### config.mk
export PLATFORM = sky130hd
export DESIGN_NAME = svc_soc_io_arb
export DESIGN_NICKNAME = d
export VERILOG_FILES = /design/src/rtl/svc_soc_io_arb_pkg.sv /design/src/rtl/svc_soc_io_arb_rsp.sv /design/src/rtl/svc_soc_io_arb.sv
export SDC_FILE = /design/constraint.sdc
export NUM_CORES = 1
export LEC_CHECK = 0
export ABC_AREA = 1
export CAP_MARGIN = 20
export CORE_AREA = 2 2 146 148
export CTS_BUF_LIST = sky130_fd_sc_hd__clkbuf_8
export CTS_CLUSTER_DIAMETER = 200
export CTS_CLUSTER_SIZE = 25
export DETAILED_ROUTE_END_ITERATION = 8
export DIE_AREA = 0 0 148 150
export GPL_TIMING_DRIVEN = 0
export PLACE_DENSITY = 0.59
export SLEW_MARGIN = 15
export SYNTH_ARGS = -nofsm -noshare
export SYNTH_HDL_FRONTEND = slang
export SYNTH_SLANG_ARGS = --single-unit
### constraint.sdc
create_clock -name clk -period 3.5 [get_ports clk]
set_clock_uncertainty 0.15 [all_clocks]
set_input_delay 0.875 -clock clk [delete_from_list [all_inputs] [get_ports clk]]
set_output_delay 0.875 -clock clk [all_outputs]
set_load 0.1 [all_outputs]
### src/rtl/svc_soc_io_arb_pkg.sv
// -----------------------------------------------------------------------------
// svc_soc_io_arb_pkg
// Shared types and constants for the SoC I/O arbiter.
//   arb_state_t : M1 request FSM states (IDLE, WAIT, RESP)
//   RD_LAT_MAX  : largest downstream read latency the response pipe supports
//   RSP_CNT_W   : width of the response countdown counter
// -----------------------------------------------------------------------------
package svc_soc_io_arb_pkg;

   typedef enum logic [1:0] {
      IDLE = 2'd0,
      WAIT = 2'd1,
      RESP = 2'd2
   } arb_state_t;

   localparam int RD_LAT_MAX = 4;
   localparam int RSP_CNT_W  = $clog2(RD_LAT_MAX + 1);

endpackage

### src/rtl/svc_soc_io_arb_rsp.sv
// -----------------------------------------------------------------------------
// svc_soc_io_arb_rsp
// Response pipe for M1 reads. A start pulse loads a countdown with RD_LAT; when
// the count reaches its last step the downstream data is valid, so it is
// captured and a one-cycle rvalid pulse is produced alongside it.
// Ports:
//   clk, rst_n : clock, asynchronous active-low reset
//   start      : M1 read accepted this cycle
//   io_rdata   : downstream read data
//   rvalid     : registered one-cycle response valid
//   rdata      : registered captured read data
// -----------------------------------------------------------------------------
module svc_soc_io_arb_rsp
   import svc_soc_io_arb_pkg::*;
#(
   parameter int DW     = 32,
   parameter int RD_LAT = 1
) (
   input  logic          clk,
   input  logic          rst_n,
   input  logic          start,
   input  logic [DW-1:0] io_rdata,
   output logic          rvalid,
   output logic [DW-1:0] rdata
);

   localparam logic [RSP_CNT_W-1:0] CNT_LOAD = RSP_CNT_W'(RD_LAT);
   localparam logic [RSP_CNT_W-1:0] CNT_ONE  = RSP_CNT_W'(1);

   logic [RSP_CNT_W-1:0] cnt;

   // Countdown from RD_LAT; the cycle holding count 1 is the one in which the
   // downstream data is valid, so it is sampled at the end of that cycle and
   // rvalid is raised for exactly the following cycle.
   always_ff @(posedge clk or negedge rst_n) begin
      if (!rst_n) begin
         cnt    <= '0;
         rvalid <= 1'b0;
         rdata  <= '0;
      end else begin
         rvalid <= 1'b0;
         if (start) begin
            cnt <= CNT_LOAD;
         end else if (cnt != '0) begin
            cnt <= cnt - CNT_ONE;
            if (cnt == CNT_ONE) begin
               rvalid <= 1'b1;
               rdata  <= io_rdata;
            end
         end
      end
   end

endmodule

### src/rtl/svc_soc_io_arb.sv
// -----------------------------------------------------------------------------
// svc_soc_io_arb
// Two-requester arbiter in front of the SoC I/O register bank. The CPU always
// wins its channel and is never stalled; the secondary master M1 (debug loader
// or DMA) is slotted into cycles where the CPU leaves the needed channel idle.
// Ports:
//   clk, rst_n          : clock, asynchronous active-low reset
//   cpu_ren/raddr/rdata : CPU read channel (rdata passed straight through)
//   cpu_wen/waddr/wdata/wstrb : CPU write channel
//   m1_valid/ready/we/addr/wdata/wstrb : M1 request handshake
//   m1_rvalid/rdata     : M1 read response (one-cycle pulse)
//   m1_starve           : M1 blocked for STARVE_LIMIT consecutive cycles
//   io_*                : downstream read and write channels
// Optional build macro SVC_SOC_IO_ARB_STATS_EN adds stat_m1_grants and
// stat_m1_blocked free-running 32-bit counters.
// -----------------------------------------------------------------------------
module svc_soc_io_arb
   import svc_soc_io_arb_pkg::*;
#(
   parameter int AW           = 32,
   parameter int DW           = 32,
   parameter int RD_LAT       = 1,
   parameter int STARVE_LIMIT = 64
) (
   input  logic            clk,
   input  logic            rst_n,
   input  logic            cpu_ren,
   input  logic [AW-1:0]   cpu_raddr,
   output logic [DW-1:0]   cpu_rdata,
   input  logic            cpu_wen,
   input  logic [AW-1:0]   cpu_waddr,
   input  logic [DW-1:0]   cpu_wdata,
   input  logic [DW/8-1:0] cpu_wstrb,
   input  logic            m1_valid,
   output logic            m1_ready,
   input  logic            m1_we,
   input  logic [AW-1:0]   m1_addr,
   input  logic [DW-1:0]   m1_wdata,
   input  logic [DW/8-1:0] m1_wstrb,
   output logic            m1_rvalid,
   output logic [DW-1:0]   m1_rdata,
   output logic            m1_starve,
   output logic            io_ren,
   output logic [AW-1:0]   io_raddr,
   input  logic [DW-1:0]   io_rdata,
   output logic            io_wen,
   output logic [AW-1:0]   io_waddr,
   output logic [DW-1:0]   io_wdata,
   output logic [DW/8-1:0] io_wstrb
`ifdef SVC_SOC_IO_ARB_STATS_EN
   ,
   output logic [31:0]     stat_m1_grants,
   output logic [31:0]     stat_m1_blocked
`endif
);

   localparam logic [15:0] STARVE_MAX = 16'(STARVE_LIMIT);

   arb_state_t  state;
   logic        m1_free;
   logic        in_resp;
   logic        m1_blocked;
   logic        m1_wgrant;
   logic        m1_rgrant;
   logic [15:0] starve_cnt;
   logic [15:0] starve_next;

   assign cpu_rdata  = io_rdata;
   assign in_resp    = (state == RESP);
   assign m1_free    = m1_we ? !cpu_wen : !cpu_ren;
   assign m1_ready   = m1_valid & m1_free & !in_resp;
   assign m1_blocked = m1_valid & !m1_ready & !in_resp;
   assign m1_wgrant  = m1_ready & m1_we;
   assign m1_rgrant  = m1_ready & !m1_we;

   // Downstream channel muxes. A grant to M1 already implies the CPU is idle
   // on that channel, so the grant alone selects the M1 fields.
   always_comb begin
      io_wen   = cpu_wen | m1_wgrant;
      io_waddr = cpu_waddr;
      io_wdata = cpu_wdata;
      io_wstrb = cpu_wstrb;
      io_ren   = cpu_ren | m1_rgrant;
      io_raddr = cpu_raddr;
      if (m1_wgrant) begin
         io_waddr = m1_addr;
         io_wdata = m1_wdata;
         io_wstrb = m1_wstrb;
      end
      if (m1_rgrant) begin
         io_raddr = m1_addr;
      end
   end

   // M1 request FSM. RESP is held through the rvalid cycle so the next M1
   // request can only be accepted the cycle after the response pulse.
   always_ff @(posedge clk or negedge rst_n) begin
      if (!rst_n) begin
         state <= IDLE;
      end else begin
         case (state)
            IDLE, WAIT: begin
               if (m1_ready)
                  state <= m1_we ? IDLE : RESP;
               else if (m1_valid)
                  state <= WAIT;
               else
                  state <= IDLE;
            end
            RESP: begin
               if (m1_rvalid)
                  state <= IDLE;
            end
            default: state <= IDLE;
         endcase
      end
   end

   // Starvation counter: saturating count of consecutive blocked cycles,
   // cleared by any accept. The flag is registered from the next count so it
   // rises the cycle after the limit-th blocked cycle.
   always_comb begin
      starve_next = starve_cnt;
      if (m1_ready)
         starve_next = '0;
      else if (m1_blocked && starve_cnt != STARVE_MAX)
         starve_next = starve_cnt + 16'd1;
   end

   always_ff @(posedge clk or negedge rst_n) begin
      if (!rst_n) begin
         starve_cnt <= '0;
         m1_starve  <= 1'b0;
      end else begin
         starve_cnt <= starve_next;
         m1_starve  <= (starve_next == STARVE_MAX);
      end
   end

   svc_soc_io_arb_rsp #(
      .DW     (DW),
      .RD_LAT (RD_LAT)
   ) u_rsp (
      .clk      (clk),
      .rst_n    (rst_n),
      .start    (m1_rgrant),
      .io_rdata (io_rdata),
      .rvalid   (m1_rvalid),
      .rdata    (m1_rdata)
   );

`ifdef SVC_SOC_IO_ARB_STATS_EN
   // Free-running statistics; both wrap naturally at 2^32.
   always_ff @(posedge clk or negedge rst_n) begin
      if (!rst_n) begin
         stat_m1_grants  <= '0;
         stat_m1_blocked <= '0;
      end else begin
         if (m1_ready)
            stat_m1_grants <= stat_m1_grants + 32'd1;
         if (m1_blocked)
            stat_m1_blocked <= stat_m1_blocked + 32'd1;
      end
   end
`endif

endmodule

; Yosys cells after proc, flatten, opt, wreduce, memory -nomap -nowiden
; Index checks and enable logic that the tools add are counted.
[totals]
ramBits = 0
romBits = 0
inputBits = 206
elab_cells = 51
latchBits = 0
n_memories = 0
register_bits = 55
output_inout_bits = 169
[op_classes]
multipliers = 0
bitwise = 9
eq_ne = 6
order_cmp = 0
reduce_logical = 11
mux = 17
n_addsub = 2
shift = 0
div_mod_pow = 0
[ops]
columns = cell, n
row1 = 32-bit two-way mux, 3
row2 = 16-bit two-way mux, 2
row3 = "16-bit by 1-bit adder with 16-bit output, second input constant", 1
row4 = "16-bit by 7-bit == test with 1-bit output, second input constant", 1
row5 = "16-bit by 7-bit != test with 1-bit output, second input constant", 1
row6 = 1-bit AND, 6
row7 = 2-bit two-way mux, 3
row8 = 3-bit two-way mux, 2
row9 = 1-bit logical NOT, 5
row10 = 1-bit two-way mux, 5
row11 = 4-bit two-way mux, 1
row12 = 2-bit case mux with 2 select lines, 1
row13 = "3-bit by 1-bit == test with 1-bit output, second input constant", 1
row14 = 3-bit AND reduction, 1
row15 = 3-bit nonzero test, 1
row16 = "3-bit by 1-bit subtractor with 3-bit output, second input constant", 1
row17 = "2-bit by 1-bit == test with 1-bit output, second input constant", 1
row18 = "2-bit == test, second input constant", 1
row19 = 2-bit logical NOT, 1
row20 = "2-bit by 1-bit != test with 1-bit output, second input constant", 1
row21 = 1-bit OR, 2
row22 = 2-bit nonzero test, 1
row23 = 2-bit OR reduction, 1
row24 = 1-bit logical AND, 1
row25 = 1-bit NOT, 1

; Longest topological paths before layout
; Gate-level depths: netlist of run 1.
[depth]
ltp_word = 11
ltp_mapped = 13
ltp_nobuf = 13

; Hierarchy
; Synthesis of run 1 repeated with hierarchy kept, for this count alone.
[hier_totals]
cells_unflattened = 713
hier_area_um2 = 4362.9
[modules_own_cells]
columns = module, area_each_um2, seq_area_each_um2, n_inst, cells_each
row1 = svc_soc_io_arb, 2827.7, 475.5, 1, 545
row2 = svc_soc_io_arb_rsp, 1535.2, 900.9, 1, 168

; Least setup slack after synthesis of run 1
; OpenSTA, ideal clock, no wires.
[synth_path]
kind = input to output
start = in m1_we
end = out io_waddr[10]
path_stages = 7
setup_slack_ns = -1.753
n_path_buf = 2
required_ns = 2.475
arrival_time_ns = 4.228
cell_sequence = o21ai_2 nand3_2 inv_2 nand2_1 buf_4 clkbuf_1 o21ai_0
[synth_between]
elab_chain_len = 5
[synth_lines]
columns = item, line
row1 = "start, declared", svc_soc_io_arb.sv:36  ; input logic m1_we,
row2 = 1-bit two-way mux, svc_soc_io_arb.sv:70  ; assign m1_free = m1_we ? !cpu_wen : !cpu_ren;
row3 = 1-bit AND (2 in series), svc_soc_io_arb.sv:71  ; assign m1_ready = m1_valid & m1_free & !in_resp;
row4 = via m1_ready, svc_soc_io_arb.sv:35  ; output logic m1_ready,
row5 = 1-bit AND, svc_soc_io_arb.sv:73  ; assign m1_wgrant = m1_ready & m1_we;
row6 = 32-bit two-way mux, svc_soc_io_arb.sv:85  ; if (m1_wgrant) begin
row7 = "end, declared", svc_soc_io_arb.sv:47  ; output logic [AW-1:0] io_waddr,
; The timed path passes the listed nets, and every way through them passes these cells.

; Final worst setup path of run 1
[layout_path]
start = in cpu_ren
end = out m1_ready
[layout_between]
elab_chain_len = 4
[layout_lines]
columns = item, line
row1 = "start, declared", svc_soc_io_arb.sv:27  ; input logic cpu_ren,
row2 = 1-bit logical NOT, svc_soc_io_arb.sv:70
row3 = 1-bit two-way mux, svc_soc_io_arb.sv:70
row4 = 1-bit AND (2 in series), svc_soc_io_arb.sv:71
row5 = "end, declared", svc_soc_io_arb.sv:35
; Every way passes these cells.

==> results.tsv, run 1 <==
stage	metric	value	unit
outcome	status	complete, no violations	
timing	Hold Slack	305	ps
cells_and_area	most common cell after layout, fill and taps aside	clkdlybuf4s50_1	
setup_path	WS Path Type	input port to output port	
synthesis	area share of the largest cell type after synthesis	0.329	
timing	fin. max-slew vios	0	
floorplanning	I/O pin total	375	
synthesis	Synth Area in Simple Gates	0.294	
synthesis	number of synthesized register bits	55	
synthesis	Synth area leaders	dfrtp_1 33%, nand2_1 21%, mux2_1 9.7%, inv_1 6.0%, buf_4 5.9%	
setup_path	Worst R2R End	m1_starve$_DFF_PN0_	
global_route	busiest grt layer	met2	
clocking	Post-CTS Hold Buffers	0	
timing	Worst slew margin	0.285	
cells_and_area	Finished Layout Cells	1294	
routing	Routed wire per std cell	19.2	um
timing	fin worst setup slack	69.4	ps
timing	RSZ-0062 raised after global routing	no	
global_route	met3 Use GR	0.0680	
cells_and_area	fin util	0.461	
floorplanning	Die Ht	150	um
routing	vias	5470	
synthesis	post-synthesis sequential area ratio	0.329	
cells_and_area	fraction of layout cells with a size suffix above 1	0.303	
setup_path	CP Max Fanout	3	
global_route	total track usage	0.219	
global_route	Overflow after GRT	0	
global_route	met1 Use GR	0.280	
synthesis	Synth Cell Area	4190	um^2
routing	Avg Vias per Cell	4.23	
clocking	Clock H-tree levels	2	
synthesis	Cells after Synth	617	
clocking	total clock buffers created by CTS	5	
timing	Worst Tran Pin Value	1070	ps
routing	Post-route DRC	0	
place	dpl hpwl	20.8	mm
synthesis	Ys Warns	0	
routing	Post-DRT Antenna Nets	0	
worst_hold_path	Hold Path Stages	1	
synthesis	largest family of logic cells by synthesized area	simple AND/OR/NAND/NOR gates	
job	Max Cap Viol	0	
synthesis	Synth Area in XOR/XNOR	0.0105	
synthesis	Mapped Nets	828	
floorplanning	die footprint	22200	um^2
worst_hold_path	HP Start	state[1]$_DFFE_PN0P_	
timing	Max Fclk	0.291	GHz
clocking	clock sink count	55	
timing	Hold Vio Cnt, Final	0	
global_route	largest net degree at the start of global routing	56	
setup_path	CP endpoint kind	output port	
setup_path	Startpoint Class	input port	
setup_path	R2R depth	13	
worst_hold_path	hold crit path type	flop to flop	
cells_and_area	combined area of the multi-input logic cells	2830	um^2
synthesis	post-synthesis cell type count	28	
synthesis	Compound-Gate Fraction of Synth Area	0.0956	
place	Placed Instances	1266	
clocking	insertion delay to the later sink of the worst-skew pair	320	ps
clocking	CTS tree	done	
power	PD cells	602	nW/um^2
setup_path	RR Startpoint	starve_cnt[0]$_DFF_PN0_	
cells_and_area	most frequent cells in the layout	234 x clkdlybuf4s50_1, 227 x nand2_1, 67 x buf_4, 66 x inv_1, 65 x buf_6	
timing	total negative setup slack	0	ps
global_route	met2 GRT Util	0.372	
clocking	Max Root-Sink Buffers	2	
power	leak pwr	4.55	nW
floorplanning	FP Rows	53	
global_route	initial antenna violation count	4	
floorplanning	initial core utilization	0.202	
clocking	CTS clk-pin slew, worst paths	110	ps
cells_and_area	Nets	1226	
cells_and_area	filler cell count	2056	
timing	Final Cycle Share	0.980	
setup_path	Worst Path Arrival	2410	ps
cells_and_area	FF/Latch Area	1380	um^2
synthesis	syn avg cell area	6.79	um^2
routing	drt total wl	24.9	mm
setup_path	worst path required time	2470	ps
global_route	global-route wire length before repair	35.6	mm
synthesis	Yosys top cell by area	dfrtp_1	
cells_and_area	Layout area overhead	128	%
place	pre-CTS setup slack	-1650	ps
routing	Starting DRT DRC Count	240	
power	maximum vdd drop	563	uV
setup_path	R2R Setup Slk	1280	ps
timing	fin crit period	3430	ps
global_route	via count of the first global-routing pass	5498	
routing	Pre-antenna DRT Iters	4	
floorplanning	CORE AREA	20700	um^2
worst_hold_path	Hold Path End	state[0]$_DFFE_PN0P_	
place	number of port buffers	374	
timing	# setup viols final	0	
synthesis	post-synthesis mux area share	0.0968	
synthesis	Synth Area in Adders	0.0149	
place	gpl congestion	0.921	
floorplanning	die span in x	148	um
clocking	CTS root buffer	clkbuf_8	
-- flip-flops by register name, indices dropped and copies added (netlist names) --
name,count
state,2
u_rsp.rvalid,1
u_rsp.cnt,3
u_rsp.rdata,32
starve_cnt,16
m1_starve,1
-- worst max-delay path by stage --
stage	start	to	slack, ps	cells after the start
floorplan	cpu_wen	io_raddr[0]	-220	8
global placement	m1_we	io_raddr[30]	-1610	10
detailed placement	m1_we	io_raddr[30]	-1650	10
CTS	cpu_ren	io_raddr[29]	20	9
global route	cpu_ren	io_raddr[25]	9	8
finish	cpu_ren	m1_ready	70	6
-- cell type report --
| class | instances | share of cell area |
|---|---|---|
| diodes | 3 | 0.000787 |
| plain buffers | 59 | 0.0544 |
| clock buffers | 7 | 0.0101 |
| clock inverters | 1 | 0.000787 |
| inverters | 73 | 0.0295 |
| multi-input cells | 430 | 0.296 |
| flip-flops and latches | 55 | 0.144 |
| well taps | 275 | 0.0361 |
| repair buffers | 391 | 0.428 |
-- power breakdown --
part	total [mW]	leakage, nW	switching (mW)	internal (mW)
Sequential	1.03	0.699	0.153	0.873
Combinational	4.31	3.80	3.17	1.14
Clock	0.408	0.0505	0.227	0.181
Total	5.75	4.55	3.55	2.20
-- worst max-delay path, cell delays in order --
cell	delay, ps
clkdlybuf4s15_2	210
o21ai_4	160
nand3_4	120
inv_8	80
buf_4	110
dlygate4sd2_1	840
-- logic make-up after synthesis --
kind of cell | Yosys count
and+or+nand+nor | 305
xor gates and xnor gates | 5
DFF | 55
AOI/OAI and AO/OA | 79
muxes | 36
buffers and inverters | 132
adders and majority gates | 5
-- per-stage QoR --
step / instance area [um^2] / total power [mW]
after global placement: 8950 / 5.24
after global routing: 9540 / 6.03
final: 9540 / 5.75
after CTS: 9500 / 5.79
after detailed placement: 8950 / 5.24
after floorplan: 4860 / 4.10
-- what timing repair did --
action	CTS	global route
pin swaps	7	3
endpoints found under the setup margin	135	45
gates resized for setup	814	10
buffers inserted	16	0
gates cloned	1	0
-- synthesized netlist by cell type --
cell and number:
nand2_1 233, inv_1 67, dfrtp_1 55, o21ai_1 45, mux2_1 36, buf_4 33, nor2_1 28, o21ai_0 28
nand3_1 27, buf_2 9, clkbuf_1 9, inv_2 6, buf_6 5, ha_1 5, nand4_1 5, xor2_1 5
a21oi_1 4, nor3_1 4, buf_1 3, nand2_2 2, nand2_4 1, nand3_2 1, nand3b_1 1, nor2_2 1
nor2_4 1, o21ai_2 1, o22ai_1 1, or2_1 1
-- routing by layer --
metal / share of wire / vias up
met4: 0.0088 / 6
met2: 0.46 / 253
met5: 0.0014 / -
li1: - / 2703
met3: 0.10 / 17
met1: 0.42 / 2491
Note: power is estimated with default switching activity, not from simulation.
==> inputs of run 2 (changes only) <==
- CORE_AREA: 2 2 146 148 -> 2 2 147 149
- DIE_AREA: 0 0 148 150 -> 0 0 149 151
- PLACE_DENSITY: 0.59 -> 0.6
- clock period: 3.5 -> 2.9 ns (I/O delays scaled with it)
==> run 2 against run 1 <==
The flow now finishes with violations (setup timing). Clock-buffer cell count fell by 2. Cell count grew 1.1%. Via count rose by 3.4%. First-iteration DRC count down 16%. Highest routed layer unchanged. Critical path type unchanged. Total power grew 28%. Utilization grew 7.4 points. Sequential cell count unchanged.
==> results.tsv, run 2 (synthesized netlist as in run 1, its figures left out) <==
stage	metric	value	unit
setup_path	worst path required time	2030	ps
place	placed cell areas	9260	um^2
floorplanning	CORE AREA	20800	um^2
cells_and_area	fraction of layout cells with a size suffix above 1	0.394	
power	P_int	2.94	mW
cells_and_area	most common cell after layout, fill and taps aside	clkdlybuf4s50_1	
clocking	Clock H-tree levels	2	
floorplanning	initial core utilization	0.201	
global_route	global-route wire length before repair	35.2	mm
timing	Max Fclk	0.326	GHz
place	number of port buffers	374	
power	PD cells	660	nW/um^2
power	combinational power share	0.767	
setup_path	Worst Setup SP	cpu_ren	
global_route	total track usage	0.211	
power	maximum vdd drop	651	uV
floorplanning	Die Ht	151	um
timing	# setup viols final	86	
setup_path	logic depth of the worst path, buffers included	8	
power	leak pwr	5.25	nW
global_route	Overflow after GRT	0	
power	clock power share	0.065	
place	Placed Instances	1266	
floorplanning	FP Rows	53	
global_route	via count of the first global-routing pass	5687	
timing	fin crit period	3070	ps
floorplanning	die span in x	149	um
setup_path	Critical path destination	io_raddr[18]	
power	switching power	4.41	mW
cells_and_area	fin area	11100	um^2
setup_path	Top delay family on crit path	buffers and inverters	
routing	Post-DRT Antenna Nets	0	
routing	Pre-antenna DRT Iters	4	
setup_path	R2R depth	13	
cells_and_area	Largest register FFs	32	
cells_and_area	Finished Layout Cells	1308	
worst_hold_path	hold crit path type	input port to async pin	
setup_path	RR Startpoint	starve_cnt[0]$_DFF_PN0_	
setup_path	CP endpoint kind	output port	
timing	fin worst setup slack	-171	ps
cells_and_area	top flop regs	u_rsp.rdata (32), starve_cnt (16), u_rsp.cnt (3)	
power	total power	7.35	mW
setup_path	worst path cell trace	buf_8 > o21ai_4 > nand3_4 > or2_4 > buf_12 > bufbuf_16 > o21ai_4 > buf_12	
clocking	insertion delay to the later sink of the worst-skew pair	330	ps
floorplanning	die footprint	22500	um^2
routing	Routed wire per std cell	19.3	um
timing	fin. max-slew vios	0	
clocking	clock sink count	55	
place	pre-CTS setup slack	-1810	ps
floorplanning	I/O pin total	375	
timing	RSZ-0062 raised after global routing	yes	
outcome	status	finished, violations left	
routing	Avg Vias per Cell	4.32	
setup_path	Worst Path Arrival	2200	ps
setup_path	Worst R2R End	m1_starve$_DFF_PN0_	
timing	Final Cycle Share	1.06	
cells_and_area	Nets	1239	
timing	total negative setup slack	-6820	ps
global_route	largest net degree at the start of global routing	56	
cells_and_area	FF/Latch Area	1380	um^2
power	sequential share of power	0.169	
routing	drt total wl	25.3	mm
setup_path	CP Max Fanout	5	
setup_path	Largest stage delay, worst path	280	ps
setup_path	Startpoint Class	input port	
place	dpl hpwl	19.5	mm
clocking	total clock buffers created by CTS	5	
cells_and_area	combined area of the multi-input logic cells	3250	um^2
timing	Worst Tran Pin Value	1020	ps
setup_path	R2R Setup Slk	730	ps
place	gpl congestion	0.858	
cells_and_area	filler cell count	1856	
cells_and_area	fin util	0.535	
clocking	CTS tree	done	
setup_path	WS Path Type	input port to output port	
clocking	CTS root buffer	clkbuf_8	
outcome	failing checks	setup timing	
cells_and_area	largest register by flop count	u_rsp.rdata	
timing	Hold Slack	292	ps
timing	Worst slew margin	0.319	
routing	Starting DRT DRC Count	202	
routing	vias	5657	
global_route	initial antenna violation count	6	
clocking	Max Root-Sink Buffers	2	
timing	Hold Vio Cnt, Final	0	
clocking	CTS clk-pin slew, worst paths	120	ps
routing	Post-route DRC	0	
setup_path	Critical path buffers and inverters	4	
job	Max Cap Viol	0	
power	Sw Share	0.600	
setup_path	slowest CP cell	or2_4	
cells_and_area	most frequent cells in the layout	234 x clkdlybuf4s50_1, 179 x nand2_1, 115 x buf_12, 77 x buf_4, 66 x inv_1	
cells_and_area	Layout area overhead	166	%
==> run 2: per-layer routing <==
metal	vias up	track usage	routed length, um
met2	274	0.385	12900
met3	37	0.0572	2340
met1	2617	0.240	9340
met4	4	0.0633	705
li1	2725	-	-
met5	-	0	34
==> run 2: repair_timing <==
action | in CTS | in global routing
resized for setup | 1036 | 100
pin swaps | 19 | 14
hold buffers | 0 | 0
buffers inserted | 13 | 8
cloned | 9 | 4
endpoints found under the setup margin | 135 | 102
==> run 2: worst min path at each step <==
stage                                      end  cells after the start
floorplan                 state[0]$_DFFE_PN0P_                      1
global placement          state[0]$_DFFE_PN0P_                      1
detailed placement        state[0]$_DFFE_PN0P_                      1
CTS                        m1_starve$_DFF_PN0_                      1
global route        u_rsp.rdata[0]$_DFFE_PN0P_                      1
finish                starve_cnt[10]$_DFF_PN0_                      1
==> run 2: final cells by class <==
cell class	count	area share
flip-flops and latches	55	0.124
inverters	73	0.0255
clock inverters	3	0.00247
multi-input cells	430	0.292
well taps	275	0.0309
diodes	4	0.000899
repair buffers	405	0.462
clock buffers	5	0.00618
plain buffers	58	0.0563
==> run 2: worst register-to-register path: stages, from the launching register on <==
cell and delay, ps:
dfrtp_1 440, inv_1 110, ha_1 170, nand3_1 100, nor2_2 130, nand2_2 150, nand2_4 130, buf_6 150
nand2_1 50, o21ai_1 90, nand3_1 110, nor2_1 160, nand3_1 100, nor2_1 90
==> run 2: power by group through the flow <==
stage / sequential [mW] / combinational [mW] / clock (mW)
after floorplan: 2.84 / 2.18 / 0
after global placement: 1.24 / 5.13 / 0
after detailed placement: 1.24 / 5.15 / 0
after CTS: 1.24 / 5.55 / 0.504
after global routing: 1.28 / 5.89 / 0.525
final: 1.24 / 5.64 / 0.474
